**src/rtl/parking_pkg.sv**
```systemverilog
// Shared definitions for the parking gate keypad front end: key codes,
// PIN width and the one-hot entry state encoding.
package parking_pkg;

  localparam logic [3:0] KEY_CLEAR = 4'hA;
  localparam logic [3:0] KEY_ENTER = 4'hB;
  localparam int         PIN_W     = 8;

  // One-hot entry states, same style as the gate controller's states.
  typedef enum logic [2:0] {
    ST_IDLE  = 3'b001,
    ST_ENTRY = 3'b010,
    ST_SEND  = 3'b100
  } entry_state_t;

endpackage

```
**src/rtl/pin_keypad_entry_if.sv**
```systemverilog
// Bundle of keypad-side and controller-side signals of the PIN entry block.
//
// Handshakes: a key transfers on a rising edge where key_valid && key_ready;
// a PIN transfers on a rising edge where pin_valid && pin_ready. Once
// pin_valid is high, pin and pin_valid hold until the transfer; the source
// never withdraws valid on its own (only reset drops it).
interface pin_keypad_entry_if;
  import parking_pkg::*;

  logic             key_valid;
  logic [3:0]       key_code;
  logic             key_ready;
  logic [PIN_W-1:0] pin;
  logic             pin_valid;
  logic             pin_ready;
  logic [1:0]       digit_count;
  logic             entry_err;
  logic             entry_timeout;
  entry_state_t     dbg_state;

  // Keypad + controller side.
  modport master (
    output key_valid, key_code, pin_ready,
    input  key_ready, pin, pin_valid, digit_count, entry_err, entry_timeout,
           dbg_state
  );

  // PIN entry block side.
  modport slave (
    input  key_valid, key_code, pin_ready,
    output key_ready, pin, pin_valid, digit_count, entry_err, entry_timeout,
           dbg_state
  );

endinterface

```
**src/rtl/pin_keypad_entry_timer.sv**
```systemverilog
// Inactivity timer for the ENTRY state. Counts idle cycles while enabled and
// flags expiry on the last allowed idle cycle; an accepted key (reload)
// always wins over expiry in the same cycle.
module entry_timer #(
  parameter int TIMEOUT_CYCLES = 1000
) (
  input  logic clock,
  input  logic reset,
  input  logic enable,
  input  logic reload,
  output logic expired
);

  localparam int                CNT_W = $clog2(TIMEOUT_CYCLES);
  localparam logic [CNT_W-1:0] LAST  = CNT_W'(TIMEOUT_CYCLES - 1);

  logic [CNT_W-1:0] r_cnt;

  // Idle counter: cleared outside ENTRY and on every accepted key, saturates at LAST.
  always_ff @(posedge clock or negedge reset) begin
    if (!reset) begin
      r_cnt <= '0;
    end else if (!enable || reload) begin
      r_cnt <= '0;
    end else if (r_cnt != LAST) begin
      r_cnt <= r_cnt + CNT_W'(1);
    end
  end

  assign expired = enable && !reload && (r_cnt == LAST);

endmodule

```
**src/rtl/pin_keypad_entry.sv**
```systemverilog
// Keypad front end: collects two decimal digits into a PIN, handles CLEAR,
// ENTER, malformed entries and inactivity timeout, and offers complete PINs
// to the gate controller over a valid/ready handshake.
module pin_keypad_entry
  import parking_pkg::*;
#(
  parameter int TIMEOUT_CYCLES = 1000
) (
  input  logic               clock,
  input  logic               reset,
  pin_keypad_entry_if.slave  bus
);

  entry_state_t r_state, w_state_nxt;
  logic [6:0]   r_acc,   w_acc_nxt;
  logic [1:0]   r_count, w_count_nxt;
  logic         r_err,   w_err_nxt;
  logic         r_tmo,   w_tmo_nxt;
  logic         w_key_acc;
  logic         w_is_digit;
  logic         w_timer_en;
  logic         w_expired;

  assign w_key_acc  = bus.key_valid && (r_state != ST_SEND);
  assign w_is_digit = (bus.key_code <= 4'd9);
  assign w_timer_en = (r_state == ST_ENTRY);

  entry_timer #(
    .TIMEOUT_CYCLES (TIMEOUT_CYCLES)
  ) u_timer (
    .clock   (clock),
    .reset   (reset),
    .enable  (w_timer_en),
    .reload  (w_key_acc),
    .expired (w_expired)
  );

  // State, accumulator and one-cycle event pulses.
  always_ff @(posedge clock or negedge reset) begin
    if (!reset) begin
      r_state <= ST_IDLE;
      r_acc   <= '0;
      r_count <= '0;
      r_err   <= 1'b0;
      r_tmo   <= 1'b0;
    end else begin
      r_state <= w_state_nxt;
      r_acc   <= w_acc_nxt;
      r_count <= w_count_nxt;
      r_err   <= w_err_nxt;
      r_tmo   <= w_tmo_nxt;
    end
  end

  // Next-state logic; an accepted key takes priority over timer expiry.
  always_comb begin
    w_state_nxt = r_state;
    w_acc_nxt   = r_acc;
    w_count_nxt = r_count;
    w_err_nxt   = 1'b0;
    w_tmo_nxt   = 1'b0;
    unique case (r_state)
      ST_IDLE: begin
        if (w_key_acc) begin
          if (w_is_digit) begin
            w_state_nxt = ST_ENTRY;
            w_acc_nxt   = {3'b000, bus.key_code};
            w_count_nxt = 2'd1;
          end else if (bus.key_code == KEY_ENTER) begin
            w_err_nxt = 1'b1;
          end
        end
      end
      ST_ENTRY: begin
        if (w_key_acc) begin
          if (w_is_digit) begin
            if (r_count == 2'd1) begin
              w_acc_nxt   = (r_acc * 7'd10) + {3'b000, bus.key_code};
              w_count_nxt = 2'd2;
            end else begin
              w_err_nxt = 1'b1;
            end
          end else if (bus.key_code == KEY_CLEAR) begin
            w_state_nxt = ST_IDLE;
            w_acc_nxt   = '0;
            w_count_nxt = '0;
          end else if (bus.key_code == KEY_ENTER) begin
            if (r_count == 2'd2) begin
              w_state_nxt = ST_SEND;
            end else begin
              w_err_nxt   = 1'b1;
              w_state_nxt = ST_IDLE;
              w_acc_nxt   = '0;
              w_count_nxt = '0;
            end
          end
        end else if (w_expired) begin
          w_tmo_nxt   = 1'b1;
          w_state_nxt = ST_IDLE;
          w_acc_nxt   = '0;
          w_count_nxt = '0;
        end
      end
      ST_SEND: begin
        if (bus.pin_ready) begin
          w_state_nxt = ST_IDLE;
          w_acc_nxt   = '0;
          w_count_nxt = '0;
        end
      end
      default: begin
        w_state_nxt = ST_IDLE;
        w_acc_nxt   = '0;
        w_count_nxt = '0;
      end
    endcase
  end

  assign bus.key_ready     = (r_state != ST_SEND);
  assign bus.pin_valid     = (r_state == ST_SEND);
  assign bus.pin           = (r_state == ST_SEND) ? {1'b0, r_acc} : '0;
  assign bus.digit_count   = r_count;
  assign bus.entry_err     = r_err;
  assign bus.entry_timeout = r_tmo;
  assign bus.dbg_state     = r_state;

endmodule

```
**src/flat_wrapper.sv**
```systemverilog
// flat-port wrapper written by rule: the top's interface ports become plain ports
module pin_keypad_entry_flat import parking_pkg::*;
#(
  parameter int TIMEOUT_CYCLES = 1000
)
  (clock, reset, bus_key_valid, bus_key_code, bus_pin_ready, bus_key_ready, bus_pin, bus_pin_valid, bus_digit_count, bus_entry_err, bus_entry_timeout, bus_dbg_state);
  pin_keypad_entry_if bus_i ();
  input  logic clock;
  input  logic reset;
  input wire logic [$bits(bus_i.key_valid)-1:0] bus_key_valid;
  input wire logic [$bits(bus_i.key_code)-1:0] bus_key_code;
  input wire logic [$bits(bus_i.pin_ready)-1:0] bus_pin_ready;
  output wire logic [$bits(bus_i.key_ready)-1:0] bus_key_ready;
  output wire logic [$bits(bus_i.pin)-1:0] bus_pin;
  output wire logic [$bits(bus_i.pin_valid)-1:0] bus_pin_valid;
  output wire logic [$bits(bus_i.digit_count)-1:0] bus_digit_count;
  output wire logic [$bits(bus_i.entry_err)-1:0] bus_entry_err;
  output wire logic [$bits(bus_i.entry_timeout)-1:0] bus_entry_timeout;
  output wire logic [$bits(bus_i.dbg_state)-1:0] bus_dbg_state;
  assign bus_i.key_valid = bus_key_valid;
  assign bus_i.key_code = bus_key_code;
  assign bus_i.pin_ready = bus_pin_ready;
  assign bus_key_ready = bus_i.key_ready;
  assign bus_pin = bus_i.pin;
  assign bus_pin_valid = bus_i.pin_valid;
  assign bus_digit_count = bus_i.digit_count;
  assign bus_entry_err = bus_i.entry_err;
  assign bus_entry_timeout = bus_i.entry_timeout;
  assign bus_dbg_state = bus_i.dbg_state;
  pin_keypad_entry #(.TIMEOUT_CYCLES(TIMEOUT_CYCLES)) u_core (.clock(clock), .reset(reset), .bus(bus_i));
endmodule
```
**config.mk**
```make
export PLATFORM = sky130hd
export DESIGN_NAME = pin_keypad_entry_flat
export DESIGN_NICKNAME = d
export VERILOG_FILES = /design/src/rtl/parking_pkg.sv /design/src/rtl/pin_keypad_entry_if.sv /design/src/rtl/pin_keypad_entry_timer.sv /design/src/rtl/pin_keypad_entry.sv /design/src/flat_wrapper.sv
export SDC_FILE = /design/constraint.sdc
export NUM_CORES = 1
export LEC_CHECK = 0
export BUFFER_PORTS_ARGS = -buffer_cell sky130_fd_sc_hd__buf_2
export CAP_MARGIN = 25
export CELL_PAD_IN_SITES_DETAIL_PLACEMENT = 0
export CELL_PAD_IN_SITES_GLOBAL_PLACEMENT = 1
export CORE_MARGIN = 3
export CORE_UTILIZATION = 35
export DETAILED_ROUTE_END_ITERATION = 7
export GPL_TIMING_DRIVEN = 0
export PLACE_DENSITY = 0.77
export REMOVE_ABC_BUFFERS = 1
export SLEW_MARGIN = 0
export SYNTH_ARGS = -nofsm -noshare
export SYNTH_HDL_FRONTEND = slang
export SYNTH_SLANG_ARGS = --single-unit
```
**constraint.sdc**
```tcl
create_clock -name clock -period 2.6 [get_ports clock]
set_input_delay 0.26 -clock clock [delete_from_list [all_inputs] [get_ports clock]]
set_output_delay 0.26 -clock clock [all_outputs]
set_load 0.03 [all_outputs]
```
# == Word level (Yosys, flattened, before mapping) ==
# Cells that the tools add are included.
# word_totals
output_inout_bits,17
in_bits,8
register_bits,24
elab_cells,86
# classes
eq_ne,19
order_cmp,1
reduce_logical,9
muxes,48
n_addsub,2
n_mul,1
# op_table
operator,n
$mux W7,11
$mux W3,9
$pmux W7 S3,1
$mux W10,2
$mux W2,10
$mux W1,12
$add A10 B1 Y10 const B,1
$eq A10 B10 Y1 const B,1
$ne A10 B10 Y1 const B,1
$pmux W3 S3,1
$eq A4 B4 Y1 const B,2
$add A7 B4 Y7,1
$mul A7 B3 Y6 const B,1
$reduce_and A7 Y1,1
$ne A3 B3 Y1 const B,2
$pmux W2 S3,1
$reduce_and A6 Y1,1
$ne A5 B2 Y1 const B,1
$ne A5 B3 Y1 const B,1
$le A4 B4 Y1 const B,1
$ne A2 B2 Y1 const B,2
$ne A4 B2 Y1 const B,1
$ne A4 B4 Y1 const B,1
$eq A3 B1 Y1 const B,1
other kinds (11),14

# == Logic depth before layout (Yosys ltp) ==
# depth
ltp_word,8
mapped_depth,8
ltp_nobuf,8

# == Hierarchy ==
# From an unflattened synthesis, not the netlist that was laid out.
# hier_totals
cells_unflattened,168
hier_area_um2,1641.6
# by_module_without_submodules
module,seq_area_each_um2,area_per_inst_um2,cells_per_inst,instances
pin_keypad_entry,351.6,1096.1,110,1
entry_timer,250.2,545.5,58,1

# == Worst setup path before layout ==
# No wires, ideal clock.
# synth_timing
kind,register to output
start,"register u_core.r_state[2], in the netlist u_core.bus.dbg_state[2]"
end,output bus_pin[0]
path_stages_with_launch,4
slack_ns,0.293
arrival_time_ns,2.047
path_buffers,0
required_time_ns,2.340
path_cell_list,dfrtp_1 nor3b_2 inv_1 nor2_1
# synth_via
elab_chain_len,2
# synth_rtl
item,line_no,text
start: declaration,pin_keypad_entry.sv:14,"entry_state_t r_state, w_state_nxt;"
start signal: assignment,pin_keypad_entry.sv:47,r_state <= w_state_nxt;
$eq A3 B3 Y1,n/a,
named net bus_pin_valid,flat_wrapper.sv:15,output wire logic [$bits(bus_i.pin_valid)-1:0] bus_pin_valid;
$mux W7,pin_keypad_entry.sv:121,"assign bus.pin = (r_state == ST_SEND) ? {1'b0, r_acc} : '0;"
end: declaration,flat_wrapper.sv:14,output wire logic [$bits(bus_i.pin)-1:0] bus_pin;
# The timed path passes the listed nets, and every way through them passes these cells.

# == Worst setup path in the final report ==
# layout_timing
start,register u_core.u_timer.r_cnt[0]
end,register u_core.r_acc[1]
# layout_via
elab_chain_len,4
# layout_rtl
item,line_no,text
start: declaration,pin_keypad_entry_timer.sv:17,logic [CNT_W-1:0] r_cnt;
start signal: assignment,pin_keypad_entry_timer.sv:26,r_cnt <= r_cnt + CNT_W'(1);
$eq A10 B10 Y1,pin_keypad_entry_timer.sv:30,assign expired = enable && !reload && (r_cnt == LAST);
$logic_and A1 B1 Y1,pin_keypad_entry_timer.sv:30,
$ne A3 B1 Y1 (no line),n/a,
$reduce_and A7 Y1 (no line),n/a,
end signal: assignment,pin_keypad_entry.sv:48,r_acc <= w_acc_nxt;
end: declaration,pin_keypad_entry.sv:15,"logic [6:0] r_acc, w_acc_nxt;"
# Every way passes these cells.
# A chain may end at the register's enable or synchronous reset.

==> metrics.yaml <==
global_routing:
  overflow: 0
  grt_pass1_vias: 1205
  grt_max_degree: 25
  grt_pass1_wl_um: 5640
  grt_antenna_before_repair: 0
  grt_usage_pct: 13.8
synthesis:
  netlist_area_um2: 1510
  avgSynthCellArea_um2: 9.95
  seq_area_frac_synth_pct: 39.8
  synthArstFlopShare_pct: 100
  yosysTopAreaCell: "dfrtp_1"
  synth-edff-count: 0
  synthCells: 152
  synth_common_cells: "23 x dfrtp_1, 14 x nand2_1, 13 x nor2_1"
  ys_seq_elements: 24
  synthTopCellsByArea: "dfrtp_1 38%, ha_1 6.6%, xnor2_1 4.6%"
  yosysWarningCount: 0
  netlist.area_leader.share_pct: 38.0
  synth_cell_types: 45
  yosysMostFrequentCell: "dfrtp_1"
  ys.flop_type: "dfrtp_1"
pwr:
  seqPwrFrac_pct: 35.1
  power.total_mw: 1.47
  leakage_nw: 0.807
  combinationalPowerShare_pct: 42.3
  p_per_area_nw_per_um2: 837
  power_frac_clock_pct: 22.6
  ir_drop_uv: 431
  p_sw_mw: 0.528
  p_int_mw: 0.938
  p_sw_share_pct: 36.0
clock_network:
  cts_post_setup_buffers_inserted: 0
  htree_levels: 1
  root_buffer: "clkbuf_8"
  cts_made_buffers: 3
  cts_sinks: 24
  cts_tree: "yes"
  clk_pin_slew_worst_paths_ns: 0.09
  clockBufferDepth: 2
  clk_latency_ns: 0.27
worst_setup_path:
  cp-end-kind: "register"
  startpoint_type: "register"
  reg2reg_slack_ns: 0.23
  cp_max_fo: 11
  critPathArrivalTime_ns: 2.53
  path_class: "register to register"
  cp.required_ns: 2.76
final_layout:
  drive_above_1_share_pct: 24.4
  nNetsFinal: 195
  area_growth_pct: 15.8
  antenna_cells: 0
  final_cells: 226
die:
  fp.dieH_um: 71.7
  start_util_pct: 37.0
  die-area_um2: 5150
  core_region_area_um2: 4090
  core.rowCount: 23
  ios: 25
  die_w_um: 71.7
sta:
  post-route-period-util_pct: 91.3
  fin_skew_ns: 0.00783
  worstMarginPinSlew_ns: 0.581
  layout_min_cycle_time_ns: 2.37
  fmax_mhz: 421
  finalSetupTns_ns: 0
  relSlewSlack_pct: 61.1
  rsz0062_at_grt: "false"
  maxSlewViolCount: 0
  whs_ns: 0.289
  hold_viol: 0
  finalSetupViolCount: 0
detailed_routing:
  drtAntennaViolNets: 0
  drtIter0Drc: 52
  routedWlPerCell_um: 14.1
  via_per_inst: 5.22
  num_vias: 1179
  dr.pass1.iters: 4
  routed_wl_um: 3190
  drc: 0
placement:
  hpwl_um: 2410
  dp_cells: 221
  numPortBuffers: 23
  routabilityCongestion: 0.865
hold_path:
  hold_class: "input port to register"
job:
  drv_cap: 0
status:
  status: "complete, no violations"
[layer usage]
layer / global-route usage [%] / part of all wire [%] / vias up
li1: - / - / 571
met3: 3.65 / 4.6 / 2
met5: 0 / 0 / -
met2: 23.0 / 48 / 25
met1: 17.8 / 47 / 581
met4: 3.55 / 0.60 / 0
[logic make-up (layout without fill, tap and decap cells)]
group	count (synthesis)	in the layout	synth area share, %
compound gates	28	28	11.9
xor+xnor	13	13	7.53
fa+ha+maj	10	10	9.26
buf+inv	14	38	4.22
flops	24	24	39.8
mux	6	6	5.05
other cells	1	1	0.248
simple gates	56	56	22.0
[per-stage QoR]
stage	utilization [%]	instance area, µm²	setup WS (ns)
2_1_floorplan	-	1490	0.293
3_3_place_gp	40.7	1660	0.0604
3_5_place_dp	40.7	1660	-0.0206
4_1_cts	42.9	1750	0.187
5_1_grt	42.9	1750	0.0863
6_report	42.9	1750	0.226
[flip-flops by register name, indices dropped and copies added (netlist names)]
register                  cells
u_core.u_timer.r_cnt         10
u_core.r_acc                  7
u_core.bus.dbg_state          3
u_core.bus.digit_count        2
u_core.bus.entry_err          1
u_core.bus.entry_timeout      1
[placed cells by master (no fill, tap or decap), types with 2 or more instances in the layout]
master    synthesis  final
xor2_1            5      5
a31oi_1           3      3
a21o_1            2      2
o21ai_0           5      5
o22ai_1           2      2
and2_1            3      3
clkbuf_8          0      3
a22o_1            3      3
a21oi_1           8      8
buf_2             0     23
nand2_1          14     14
nand3_1           2      2
dfrtp_1          23     23
fa_1              2      2
mux2_4            3      3
nor2_1           13     13
nor3b_2           4      4
ha_1              8      8
xnor2_1           8      8
inv_1            10     10
mux2i_1           2      2
nor3_1            4      4
nand2b_1          4      4
[worst max-delay path, stage by stage, from the launching register on]
cell	delay, ns
dfrtp_1	0.40
ha_1	0.18
nand2_1	0.14
nor4_4	0.43
o21ai_2	0.17
nor3_4	0.55
mux2_2	0.39
[power groups by stage]
stage / Clock (mW) / Combinational (mW) / Sequential, mW
global route: 0.362 / 0.699 / 0.526
finish: 0.332 / 0.620 / 0.515
detailed placement: 0 / 0.620 / 0.522
floorplan: 0 / 0.445 / 0.556
CTS: 0.343 / 0.627 / 0.516
global placement: 0 / 0.600 / 0.520
[layout make-up]
class,instances,area (µm²)
fillers,423,2330
clock inverters,1,30.0
well taps,50,62.6
clock buffers,3,41.3
flip-flops and latches,24,602
repair buffers,24,125
inverters,10,37.5
multi-input cells,114,853
[worst paths after layout]
kind	start	endpoint	cells past startpoint
max	u_core.u_timer.r_cnt[0]	u_core.r_acc[1]	6
min	bus_key_code[0]	u_core.r_acc[0]	3
max reg2reg	u_core.u_timer.r_cnt[0]	u_core.r_acc[1]	6
min reg2reg	u_core.r_acc[6]	u_core.r_acc[6]	2
max in group asynchronous	reset	u_core.bus.dbg_state[0]	2
min in group asynchronous	reset	u_core.u_timer.r_cnt[9]	2
[what timing repair did]
item | in CTS | in global routing
hold buffers | 1 | 0
hold endpoints to repair | 23 | 0
endpoints found under the setup margin | 1 | 0
resized for setup | 1 | 0
Power figures use the tool's default switching activity.
